==> src/rtl/encoder_event_fifo.sv <==
// Event FIFO that buffers 2-bit priority-encoder codes with first-word fall-through output.
// Optional macro ENCODER_FIFO_DEDUP_EN drops events repeating the last accepted code.
module encoder_event_fifo #(
    parameter int DEPTH = 4
) (
    input  logic                    clk,
    input  logic                    rst,
    input  logic [1:0]              in_q,
    input  logic                    in_valid,
    output logic [1:0]              out_q,
    output logic                    out_valid,
    input  logic                    out_ready,
    output logic [$clog2(DEPTH):0]  count,
    output logic                    overflow,
    input  logic                    clr_overflow
);

    localparam int AW = $clog2(DEPTH);
    localparam int CW = AW + 1;
    localparam logic [AW-1:0] PTR_LAST = AW'(DEPTH - 1);
    localparam logic [CW-1:0] CNT_FULL = CW'(DEPTH);

    logic [1:0]    storage [DEPTH];
    logic [AW-1:0] rd_ptr;
    logic [AW-1:0] wr_ptr;
    logic          full;
    logic          pop;
    logic          event_ok;
    logic          push;
    logic          drop;

    function automatic logic [AW-1:0] ptr_next(input logic [AW-1:0] p);
        return (p == PTR_LAST) ? '0 : p + AW'(1);
    endfunction

`ifdef ENCODER_FIFO_DEDUP_EN
    logic [1:0] last_q;
    logic       last_set;

    // A repeat of the last accepted code is swallowed: neither a push nor a drop.
    assign event_ok = in_valid && !(last_set && (in_q == last_q));

    always_ff @(posedge clk or negedge rst) begin
        if (!rst) begin
            last_q   <= 2'b00;
            last_set <= 1'b0;
        end else if (push) begin
            last_q   <= in_q;
            last_set <= 1'b1;
        end
    end
`else
    assign event_ok = in_valid;
`endif

    assign out_valid = (count != '0);
    assign full      = (count == CNT_FULL);
    assign pop       = out_valid && out_ready;
    // A pop at the same edge frees the slot, so a full FIFO still accepts.
    assign push      = event_ok && (!full || pop);
    assign drop      = event_ok && full && !pop;
    assign out_q     = out_valid ? storage[rd_ptr] : 2'b00;

    // Storage is data only; its contents are irrelevant while count is zero.
    always_ff @(posedge clk) begin
        if (push) begin
            storage[wr_ptr] <= in_q;
        end
    end

    always_ff @(posedge clk or negedge rst) begin
        if (!rst) begin
            rd_ptr <= '0;
            wr_ptr <= '0;
        end else begin
            if (push) begin
                wr_ptr <= ptr_next(wr_ptr);
            end
            if (pop) begin
                rd_ptr <= ptr_next(rd_ptr);
            end
        end
    end

    always_ff @(posedge clk or negedge rst) begin
        if (!rst) begin
            count <= '0;
        end else if (push && !pop) begin
            count <= count + CW'(1);
        end else if (pop && !push) begin
            count <= count - CW'(1);
        end
    end

    // Set wins over clear when a drop coincides with clr_overflow.
    always_ff @(posedge clk or negedge rst) begin
        if (!rst) begin
            overflow <= 1'b0;
        end else if (drop) begin
            overflow <= 1'b1;
        end else if (clr_overflow) begin
            overflow <= 1'b0;
        end
    end

endmodule
==> config.mk <==
export PLATFORM = sky130hd
export DESIGN_NAME = encoder_event_fifo
export DESIGN_NICKNAME = d
export VERILOG_FILES = /design/src/rtl/encoder_event_fifo.sv
export SDC_FILE = /design/constraint.sdc
export NUM_CORES = 1
export LEC_CHECK = 0
export CAP_MARGIN = 40
export CORE_ASPECT_RATIO = 0.8
export CORE_MARGIN = 2
export CORE_UTILIZATION = 35
export CTS_BUF_LIST = sky130_fd_sc_hd__clkbuf_4
export CTS_CLUSTER_DIAMETER = 30
export DETAILED_ROUTE_END_ITERATION = 10
export HOLD_SLACK_MARGIN = 0.08
export PLACE_DENSITY = 0.58
export SYNTH_ARGS = -nofsm -noshare
export SYNTH_HDL_FRONTEND = slang
export SYNTH_SLANG_ARGS = --single-unit
==> constraint.sdc <==
create_clock -name clk -period 2.4 [get_ports clk]
set_clock_uncertainty 0.2 [all_clocks]
set_input_delay 0.6 -clock clk [delete_from_list [all_inputs] [get_ports clk]]
set_output_delay 0.6 -clock clk [all_outputs]
set_load 0.01 [all_outputs]
# Word-level counts from Yosys, hierarchy flattened
# Memories as Yosys holds them, arrays and structs flattened.
# Cells that the tools add are included.
# classes
eq_ne,3
n_reduce_logical,13
mux,9
n_addsub,4
# op_table
op,n
logical AND 1 bit,6
two-way mux 2 bit,3
two-way mux 3 bit,2
adder 2 x 1 -> 2 bit (second input constant),2
== test 2 bit (second input constant),2
two-way mux 1 bit,4
nonzero test 2 bit,2
adder 3 x 1 -> 3 bit (second input constant),1
== test 3 bit (second input constant),1
logical NOT 1 bit,3
nonzero test 3 bit,1
subtractor 3 x 1 -> 3 bit (second input constant),1
logical OR 1 bit,1
# word_totals
out_inout_bits,7
mem_bits_rw,8
register_bits,8
memories,1
# mem_list
name,depth,width,read_ports,rd_ports_with_merged_regs,wr,line,source
storage,4,2,1,0,1,23,logic [1:0] storage [DEPTH];

# Longest topological paths before layout
# Gate-level depths: netlist of the first run.
# depth
depth_word,8
ltp_mapped,9
ltp_nobuf,8

# Worst setup path before layout of the first run
# No wires, ideal clock.
# synth_path
kind,input to register
startpoint,input out_ready
endpoint,register count[1]
slack_ns,0.143
stages,7
required_time_ns,2.075
setup_time_ns,0.125
arrival_time_ns,1.933
path_cell_list,nor4b_4 -> nor2b_1 -> buf_6 -> ha_1 -> inv_1 -> fa_1 -> mux2_2
# synth_between
elab_chain_cells,6
elab_cells_between_ends,9
classes_between,mux (1); reduce/logical (8)
# synth_rtl
item,line,source
from (decl),12,"input logic out_ready,"
logical AND 1 bit *,58,assign pop = out_valid && out_ready;
logical OR 1 bit *,60,assign push = event_ok && (!full || pop);
logical AND 1 bit *,60,
via push,29,logic push;
logical NOT 1 bit,90,end else if (pop && !push) begin
logical AND 1 bit,90,
nonzero test 2 bit (no line),-,
to (signal assigned),89,count <= count + CW'(1);
to (signal assigned),91,count <= count - CW'(1);
to (decl),13,"output logic [$clog2(DEPTH):0] count,"
# Mark *: on every way through the listed nets, which the timed path passes. The rest lies on a longest branch.
# A chain may end at the register's enable or synchronous reset.

# Final worst setup path of the first run
# layout_path
startpoint,register rd_ptr[0]
endpoint,output out_q[0]
# layout_between
elab_chain_cells,2
# layout_rtl
item,line,source
from (decl),24,logic [AW-1:0] rd_ptr;
from (signal assigned),80,rd_ptr <= ptr_next(rd_ptr);
memory read (4 x 2 bit),-,
two-way mux 2 bit,62,assign out_q = out_valid ? storage[rd_ptr] : 2'b00;
to (decl),10,"output logic [1:0] out_q,"
# No other way between the ends.

==> results of run 1 <==
critical path, stage by stage, from the launching register on:
cell                      delay, ns
sky130_fd_sc_hd__dfrtp_1       0.36
sky130_fd_sc_hd__buf_4         0.12
sky130_fd_sc_hd__mux4_2        0.48
sky130_fd_sc_hd__and2_1        0.16
sky130_fd_sc_hd__buf_2         0.13
what timing repair did:
action / in CTS / in global routing
setup endpoints to repair: 4 / 4
setup buffers: 2 / 0
gates cloned: 0 / 0
pin swaps: 1 / 0
resized for setup: 8 / 3
synth_stat cells:
cell / instances
sky130_fd_sc_hd__dfrtp_1: 8
sky130_fd_sc_hd__ha_1: 6
sky130_fd_sc_hd__nor4b_4: 1
sky130_fd_sc_hd__or3_4: 1
sky130_fd_sc_hd__mux4_2: 2
sky130_fd_sc_hd__fa_1: 1
sky130_fd_sc_hd__o21ai_0: 1
sky130_fd_sc_hd__edfxtp_1: 8
sky130_fd_sc_hd__inv_1: 4
sky130_fd_sc_hd__xnor2_1: 1
sky130_fd_sc_hd__nand2_2: 1
sky130_fd_sc_hd__mux2_2: 3
sky130_fd_sc_hd__xor2_1: 2
sky130_fd_sc_hd__nand2_1: 1
sky130_fd_sc_hd__nor2_1: 3
sky130_fd_sc_hd__mux2_4: 2
sky130_fd_sc_hd__buf_6: 1
sky130_fd_sc_hd__and2_1: 6
sky130_fd_sc_hd__nor2b_1: 1
through the flow:
step	hold WS [ns]	total power, mW	setup WS (ns)
after floorplan	0.104	0.816	0.143
after detailed placement	0.322	1.09	-0.349
after CTS	0.334	1.24	0.00170
after global routing	0.361	1.33	-0.00220
after global placement	0.313	1.07	-0.256
final	0.329	1.21	0.0704
logic make-up after synthesis:
logic type,count (synthesis),share of synthesized area (%)
buffers and inverters,5,3.28
flip-flops,16,54.9
multiplexers,7,13.6
AND/OR/NAND/NOR,14,12.5
adder cells (fa/ha/maj),7,11.9
XOR/XNOR,3,3.28
AO/OA/AOI/OAI,1,0.623
flip-flops by register name, indices dropped and copies added (netlist names):
signal / flops
count: 3
overflow: 1
rd_ptr: 2
storage: 8
wr_ptr: 2
worst min-delay path by stage:
stage	startpoint	slack (ns)	to	depth (start not counted)
after floorplan	rst	0.10	count[0]	0
after global placement	count[2]	0.31	count[2]	1
after detailed placement	count[2]	0.32	count[2]	1
after CTS	count[2]	0.33	count[2]	1
after global routing	count[2]	0.36	count[2]	1
final	count[2]	0.33	count[2]	1
routing by layer:
layer / part of all wire [%] / wire, um / track usage, % / up-vias
met2: 47 / 624 / 19.5 / 10
met3: 5.5 / 74 / 5.79 / 4
li1: - / - / - / 235
met4: 2.2 / 29 / 6.98 / 0
met5: 0 / 0 / 0 / -
met1: 46 / 612 / 16.1 / 218
where the power goes:
part | switching (mW) | internal, mW
clock network | 0.0768 | 0.0583
logic | 0.253 | 0.375
registers | 0.0632 | 0.386
total | 0.393 | 0.819
final cells by class:
cell class,instances,area [um^2],area share [%]
clock buffer,3,22.5,2.14
inverter,4,15.0,1.43
multi-input combinational,32,338,32.1
sequential,16,440,41.9
tap,25,31.3,2.98
timing repair buffer,24,204,19.4
==> results_tabular.tex, run 1 <==
\begin{tabular}{lr}
\hline
Metric & Value \\
\hline
\multicolumn{2}{l}{\textbf{Setup path}} \\
\quad Reg-to-Reg Start & count[0] \\
\quad CP Class & flip-flop to output port \\
\quad Critical path destination & out\_q[0] \\
\quad Worst Setup Start Kind & flip-flop \\
\quad Maximum fanout along the worst path & 2 \\
\quad Required time of the worst setup path & around 1.6 ns \\
\quad RR Endpoint & count[1] \\
\quad Worst reg-to-reg setup slack & between 0.15 and 0.2 ns \\
\quad Endpoint class of the critical path & output port \\
\quad Critical Path AT & between 1.5 and 2 ns \\
\quad Launching element of the worst setup path & rd\_ptr[0] \\
\quad Depth of the most critical reg-to-reg path & 7 \\
\multicolumn{2}{l}{\textbf{Clock network}} \\
\quad Root Buffer & sky130\_fd\_sc\_hd\_\_clkbuf\_4 \\
\quad Latest clock arrival within the worst-skew pair & around 0.28 ns \\
\quad TritonCTS clock tree & built \\
\quad Num CTS Buffers & 3 \\
\quad Post-CTS Hold Fix Bufs & 0 \\
\quad Clk slew on worst S/H paths & 0.08 ns \\
\quad TritonCTS Sinks & 16 \\
\quad Number of H-tree branching levels & 1 \\
\quad Maximum count of clock buffers along a single path & 2 \\
\multicolumn{2}{l}{\textbf{STA}} \\
\quad RSZ-0062 raised after global routing & true \\
\quad Share of the clock period used by the worst path after layout & 97.1\% \\
\quad Post-layout minimum cycle time & about 2.3 ns \\
\quad Hold violation total from the final report & 0 \\
\quad Relative slew margins & about 75\% \\
\quad Final-layout setup total negative slack & 0 ns \\
\quad Top achievable clock speed & roughly 430 MHz \\
\quad Worst-margin pin slew & between 0.3 and 0.4 ns \\
\quad Final count of negative-setup-slack endpoints & 0 \\
\quad Count of pins over their slew limit & 0 \\
\multicolumn{2}{l}{\textbf{Finish}} \\
\quad Final-layout fill cell count & between 200 and 250 \\
\quad Top library cells by usage in the layout, fill and taps aside & sky130\_fd\_sc\_hd\_\_buf\_4 (11), sky130\_fd\_sc\_hd\_\_clkdlybuf4s50\_1 (9), sky130\_fd\_sc\_hd\_\_dfrtp\_1 (8), sky130\_fd\_sc\_hd\_\_edfxtp\_1 (8) \\
\quad Diodes inserted & 0 \\
\quad Area added between synthesis and finish & 31.0\% \\
\quad Nets & between 90 and 100 \\
\quad Final non-filler cell total & $\sim$100 \\
\quad Fraction of layout instances using a drive strength above 1 & approximately a third \\
\quad Commonest non-fill, non-tap cell in the layout & sky130\_fd\_sc\_hd\_\_buf\_4 \\
\quad Area of all placed cells without fillers & 0.00105 mm\^{}2 \\
\quad Final design utilization & 48.7\% \\
\multicolumn{2}{l}{\textbf{Placement}} \\
\quad Cell area reported after detailed placement & between 0.001 and 0.0015 mm\^{}2 \\
\quad Placed wire-length estimate after detailed placement & approximately 1.1 mm \\
\quad Port-buffer cells & 13 \\
\quad Number of placed instances, taps included & about 100 \\
\quad Final GP Congestion & 0.630 \\
\multicolumn{2}{l}{\textbf{Synth}} \\
\quad Sequential share of the synthesized area & 54.9\% \\
\quad Count of distinct cell types in the synthesized netlist & 19 \\
\quad Post-Synthesis Net Count & 67 \\
\quad Leading cell types by total area after synthesis & sky130\_fd\_sc\_hd\_\_edfxtp\_1 (30\%), sky130\_fd\_sc\_hd\_\_dfrtp\_1 (25\%), sky130\_fd\_sc\_hd\_\_ha\_1 (9.4\%), sky130\_fd\_sc\_hd\_\_mux4\_2 (5.6\%), sky130\_fd\_sc\_hd\_\_and2\_1 (4.7\%) \\
\quad Cell type with the highest aggregate area in the netlist & sky130\_fd\_sc\_hd\_\_edfxtp\_1 \\
\quad Yosys Warn Count & 0 \\
\quad Mean Syn Cell Area & about 15 um\^{}2 \\
\quad Portion of synthesized cell area occupied by the leading cell type & between 20\% and 30\% \\
\quad Number of storage elements in the synthesis netlist & 16 \\
\quad Total standard cell area after synthesis & about 800 um\^{}2 \\
\quad Count of mapped cells out of synthesis & 53 \\
\multicolumn{2}{l}{\textbf{Hold path}} \\
\quad Min-Delay Path Class & flip-flop to flip-flop \\
\multicolumn{2}{l}{\textbf{Global route}} \\
\quad Global-route wire length before repair & approximately 2.4 mm \\
\quad Vias in the first global route & about 490 \\
\quad Remaining global-route overflow & 0 \\
\quad Total global routing track utilization & 13.0\% \\
\quad Largest net degree at the start of global routing & 9 \\
\quad Antenna violations before repair & 0 \\
\multicolumn{2}{l}{\textbf{Die}} \\
\quad Floorplan Core Area & between 0.002 and 0.0025 mm\^{}2 \\
\quad Top Ports & 14 \\
\quad Die width & approximately 58 um \\
\quad Cell row count & 15 \\
\quad Vertical die dimension & 46.8 um \\
\quad Die Area & approximately 0.0027 mm\^{}2 \\
\quad Initial cell density of the core & 37.2\% \\
\multicolumn{2}{l}{\textbf{Power and ir drop}} \\
\quad Power density normalized to cell area & about 1200 mW/mm\^{}2 \\
\quad Reported leakage power & about 0.45 nW \\
\quad IR drop worst, VDD & 0.000633 V \\
\multicolumn{2}{l}{\textbf{Drt}} \\
\quad Via count & $\sim$470 \\
\quad TritonRoute pass-1 iters & 3 \\
\quad Total DRC errors in the routed layout & 0 \\
\quad Count of antenna-violating nets left after detailed routing & 0 \\
\quad Final routed wire length divided by cell count & 12.9 um \\
\quad Final routed wirelength across all metal layers & 1.34 mm \\
\quad Post-DR vias/cell & around 4.5 \\
\quad Iteration-0 DRC count of the detailed router & 12 \\
\multicolumn{2}{l}{\textbf{Status}} \\
\quad Outcome & finished clean \\
\multicolumn{2}{l}{\textbf{Job}} \\
\quad Max-capacitance violation count & 0 \\
\hline
\end{tabular}
Power figures use the tool's default switching activity.
==> run 2: changes to the inputs <==
PLACE_DENSITY = 0.61   (was 0.58)
==> run 2 against run 1 <==
Against the previous run:
- combinational power down 3.3%
- die area unchanged
- clock power about the same
- critical path depth unchanged
- final cell count up 0.96%
- critical path type unchanged
- critical endpoint is now out_q[1]
- highest routed layer unchanged
==> results_tabular.tex, run 2 (synthesis results as in run 1) <==
\begin{tabular}{lr}
\hline
Metric & Value \\
\hline
\multicolumn{2}{l}{\textbf{Die}} \\
\quad Floorplan Core Area & 0.00216 mm\^{}2 \\
\quad Die width & roughly 58 um \\
\quad Vertical die dimension & about 47 um \\
\quad Top Ports & 14 \\
\quad Initial cell density of the core & between 30 and 40\% \\
\quad Die Area & approximately 0.0027 mm\^{}2 \\
\quad Cell row count & 15 \\
\multicolumn{2}{l}{\textbf{Power and ir drop}} \\
\quad IR drop worst, VDD & roughly 0.00067 V \\
\quad Reported leakage power & between 0.4 and 0.5 nW \\
\quad Power density normalized to cell area & roughly 1100 mW/mm\^{}2 \\
\quad Combinational share of power & 50.2\% \\
\quad Fraction of power spent switching nets & a little under a third \\
\quad Reported net switching power & 0.386 mW \\
\quad Clock network power share & roughly 11\% \\
\quad Internal cell power & 0.822 mW \\
\quad Sequential Power Share & about two fifths \\
\multicolumn{2}{l}{\textbf{Status}} \\
\quad Outcome & finished clean \\
\multicolumn{2}{l}{\textbf{Setup path}} \\
\quad RR Endpoint & count[2] \\
\quad Maximum fanout along the worst path & 2 \\
\quad Launching element of the worst setup path & rd\_ptr[0] \\
\quad CP Class & flip-flop to output port \\
\quad Series of cell instances along the critical path & buf\_4, mux4\_2, and2\_1, buf\_2 \\
\quad Slowest CP cell & sky130\_fd\_sc\_hd\_\_mux4\_2 \\
\quad Total stage count of the critical path & 4 \\
\quad Endpoint class of the critical path & output port \\
\quad Critical Path AT & around 1.5 ns \\
\quad Reg-to-Reg Start & count[1] \\
\quad Required time of the worst setup path & 1.60 ns \\
\quad Buffering stage count on the worst path with inverters included & 2 \\
\quad Worst Setup Start Kind & flip-flop \\
\quad Critical path destination & out\_q[1] \\
\quad Worst reg-to-reg setup slack & roughly 0.19 ns \\
\quad Depth of the most critical reg-to-reg path & 8 \\
\quad CP delay by family, top & multiplexers \\
\quad Delay of the slowest cell on the worst path & 0.47 ns \\
\multicolumn{2}{l}{\textbf{Hold path}} \\
\quad Min-Delay Path Class & flip-flop to flip-flop \\
\quad Count of cells along the worst hold path & 1 \\
\multicolumn{2}{l}{\textbf{Drt}} \\
\quad Via count & 464 \\
\quad Post-DR vias/cell & 4.42 \\
\quad Total DRC errors in the routed layout & 0 \\
\quad TritonRoute pass-1 iters & 3 \\
\quad Final routed wirelength across all metal layers & roughly 1.2 mm \\
\quad Final routed wire length divided by cell count & 11.8 um \\
\quad Count of antenna-violating nets left after detailed routing & 0 \\
\quad Iteration-0 DRC count of the detailed router & 4 \\
\multicolumn{2}{l}{\textbf{Global route}} \\
\quad Antenna violations before repair & 0 \\
\quad Met3 demand-to-capacity share in global routing & $\sim$4.1\% \\
\quad Remaining global-route overflow & 0 \\
\quad Largest net degree at the start of global routing & 10 \\
\quad Global-route wire length before repair & around 2.2 mm \\
\quad Vias in the first global route & 475 \\
\quad Met1 routing resource usage after global routing & between 15 and 20\% \\
\quad Total global routing track utilization & between 10\% and 20\% \\
\quad Met2 Resource Use GR & between 10\% and 20\% \\
\quad Most used routing layer & met1 \\
\multicolumn{2}{l}{\textbf{Finish}} \\
\quad Fraction of layout instances using a drive strength above 1 & a little over a third \\
\quad Diodes inserted & 0 \\
\quad Commonest non-fill, non-tap cell in the layout & sky130\_fd\_sc\_hd\_\_buf\_4 \\
\quad Top library cells by usage in the layout, fill and taps aside & sky130\_fd\_sc\_hd\_\_buf\_4 (11), sky130\_fd\_sc\_hd\_\_clkdlybuf4s50\_1 (9), sky130\_fd\_sc\_hd\_\_dfrtp\_1 (8), sky130\_fd\_sc\_hd\_\_edfxtp\_1 (8), sky130\_fd\_sc\_hd\_\_and2\_1 (6) \\
\quad Area of all placed cells without fillers & approximately 0.0011 mm\^{}2 \\
\quad Top flop regs & storage: 8 flops, count: 3 flops \\
\quad Max FFs per register & 8 \\
\quad Final non-filler cell total & 105 \\
\quad Nets & 95 \\
\quad Area added between synthesis and finish & 31.8\% \\
\quad Register containing the most flip-flops in the final layout & storage \\
\multicolumn{2}{l}{\textbf{Clock network}} \\
\quad Latest clock arrival within the worst-skew pair & $\sim$0.28 ns \\
\quad Maximum count of clock buffers along a single path & 2 \\
\quad Clk slew on worst S/H paths & roughly 0.08 ns \\
\quad Num CTS Buffers & 3 \\
\quad Number of H-tree branching levels & 1 \\
\quad TritonCTS clock tree & built \\
\quad Root Buffer & sky130\_fd\_sc\_hd\_\_clkbuf\_4 \\
\quad TritonCTS Sinks & 16 \\
\quad Post-CTS Hold Fix Bufs & 0 \\
\multicolumn{2}{l}{\textbf{Placement}} \\
\quad Final GP Congestion & 0.725 \\
\quad Port-buffer cells & 13 \\
\quad Placed wire-length estimate after detailed placement & 976 um \\
\quad Dpl ws & -0.296 ns \\
\quad Number of placed instances, taps included & 98 \\
\quad Cell area reported after detailed placement & 0.00101 mm\^{}2 \\
\multicolumn{2}{l}{\textbf{STA}} \\
\quad Top achievable clock speed & about 430 MHz \\
\quad Count of pins over their slew limit & 0 \\
\quad Final critical-path setup slack & roughly 0.076 ns \\
\quad RSZ-0062 raised after global routing & false \\
\quad Relative slew margins & 75.3\% \\
\quad Post-layout minimum cycle time & 2.32 ns \\
\quad Share of the clock period used by the worst path after layout & a little over nine tenths \\
\quad Worst-margin pin slew & between 0.3 and 0.4 ns \\
\quad Final count of negative-setup-slack endpoints & 0 \\
\quad Hold violation total from the final report & 0 \\
\multicolumn{2}{l}{\textbf{Job}} \\
\quad Max-capacitance violation count & 0 \\
\hline
\end{tabular}
## run 2: routing by layer
layer	share of wire, %	vias up
li1	-	238
met4	1.0	0
met3	3.1	2
met1	51	217
met2	44	7
met5	0	-
## run 2: cell type report
type                    instances  area [um^2]
fillers                       191         1100
flip-flops and latches         16          440
multi-input cells              32          340
repair buffers                 24          204
well taps                      25         31.3
clock buffers                   3         22.5
inverters                       4         15.0
clock inverters                 1         3.75
## run 2: power by group through the flow
stage,registers (mW),logic [mW],clock network (mW)
6_report,0.464,0.607,0.137
5_1_grt,0.476,0.680,0.156
4_1_cts,0.464,0.614,0.147
3_5_place_dp,0.479,0.596,0
3_3_place_gp,0.475,0.590,0
2_1_floorplan,0.490,0.327,0
## run 2: metrics by stage
step	total power [mW]	util, %	hold slack [ns]	setup TNS, ns
4_1_cts	1.23	48.6	0.331	0
2_1_floorplan	0.816	-	0.104	0
3_3_place_gp	1.06	46.9	0.306	-0.490
6_report	1.21	49.0	0.326	0
5_1_grt	1.31	49.0	0.352	0
3_5_place_dp	1.07	46.9	0.318	-0.565
## run 2: what timing repair did
action,4_1_cts,5_1_grt
gates resized for setup,9,3
endpoints found under the setup margin,3,2
setup buffers,3,0
## run 2: how the worst min path moves through the flow
| stage | start | end | slack [ns] |
|---|---|---|---|
| 2_1_floorplan | rst | count[0] | 0.10 |
| 3_3_place_gp | count[2] | count[2] | 0.31 |
| 3_5_place_dp | count[2] | count[2] | 0.32 |
| 4_1_cts | count[2] | count[2] | 0.33 |
| 5_1_grt | count[2] | count[2] | 0.35 |
| 6_report | count[2] | count[2] | 0.33 |
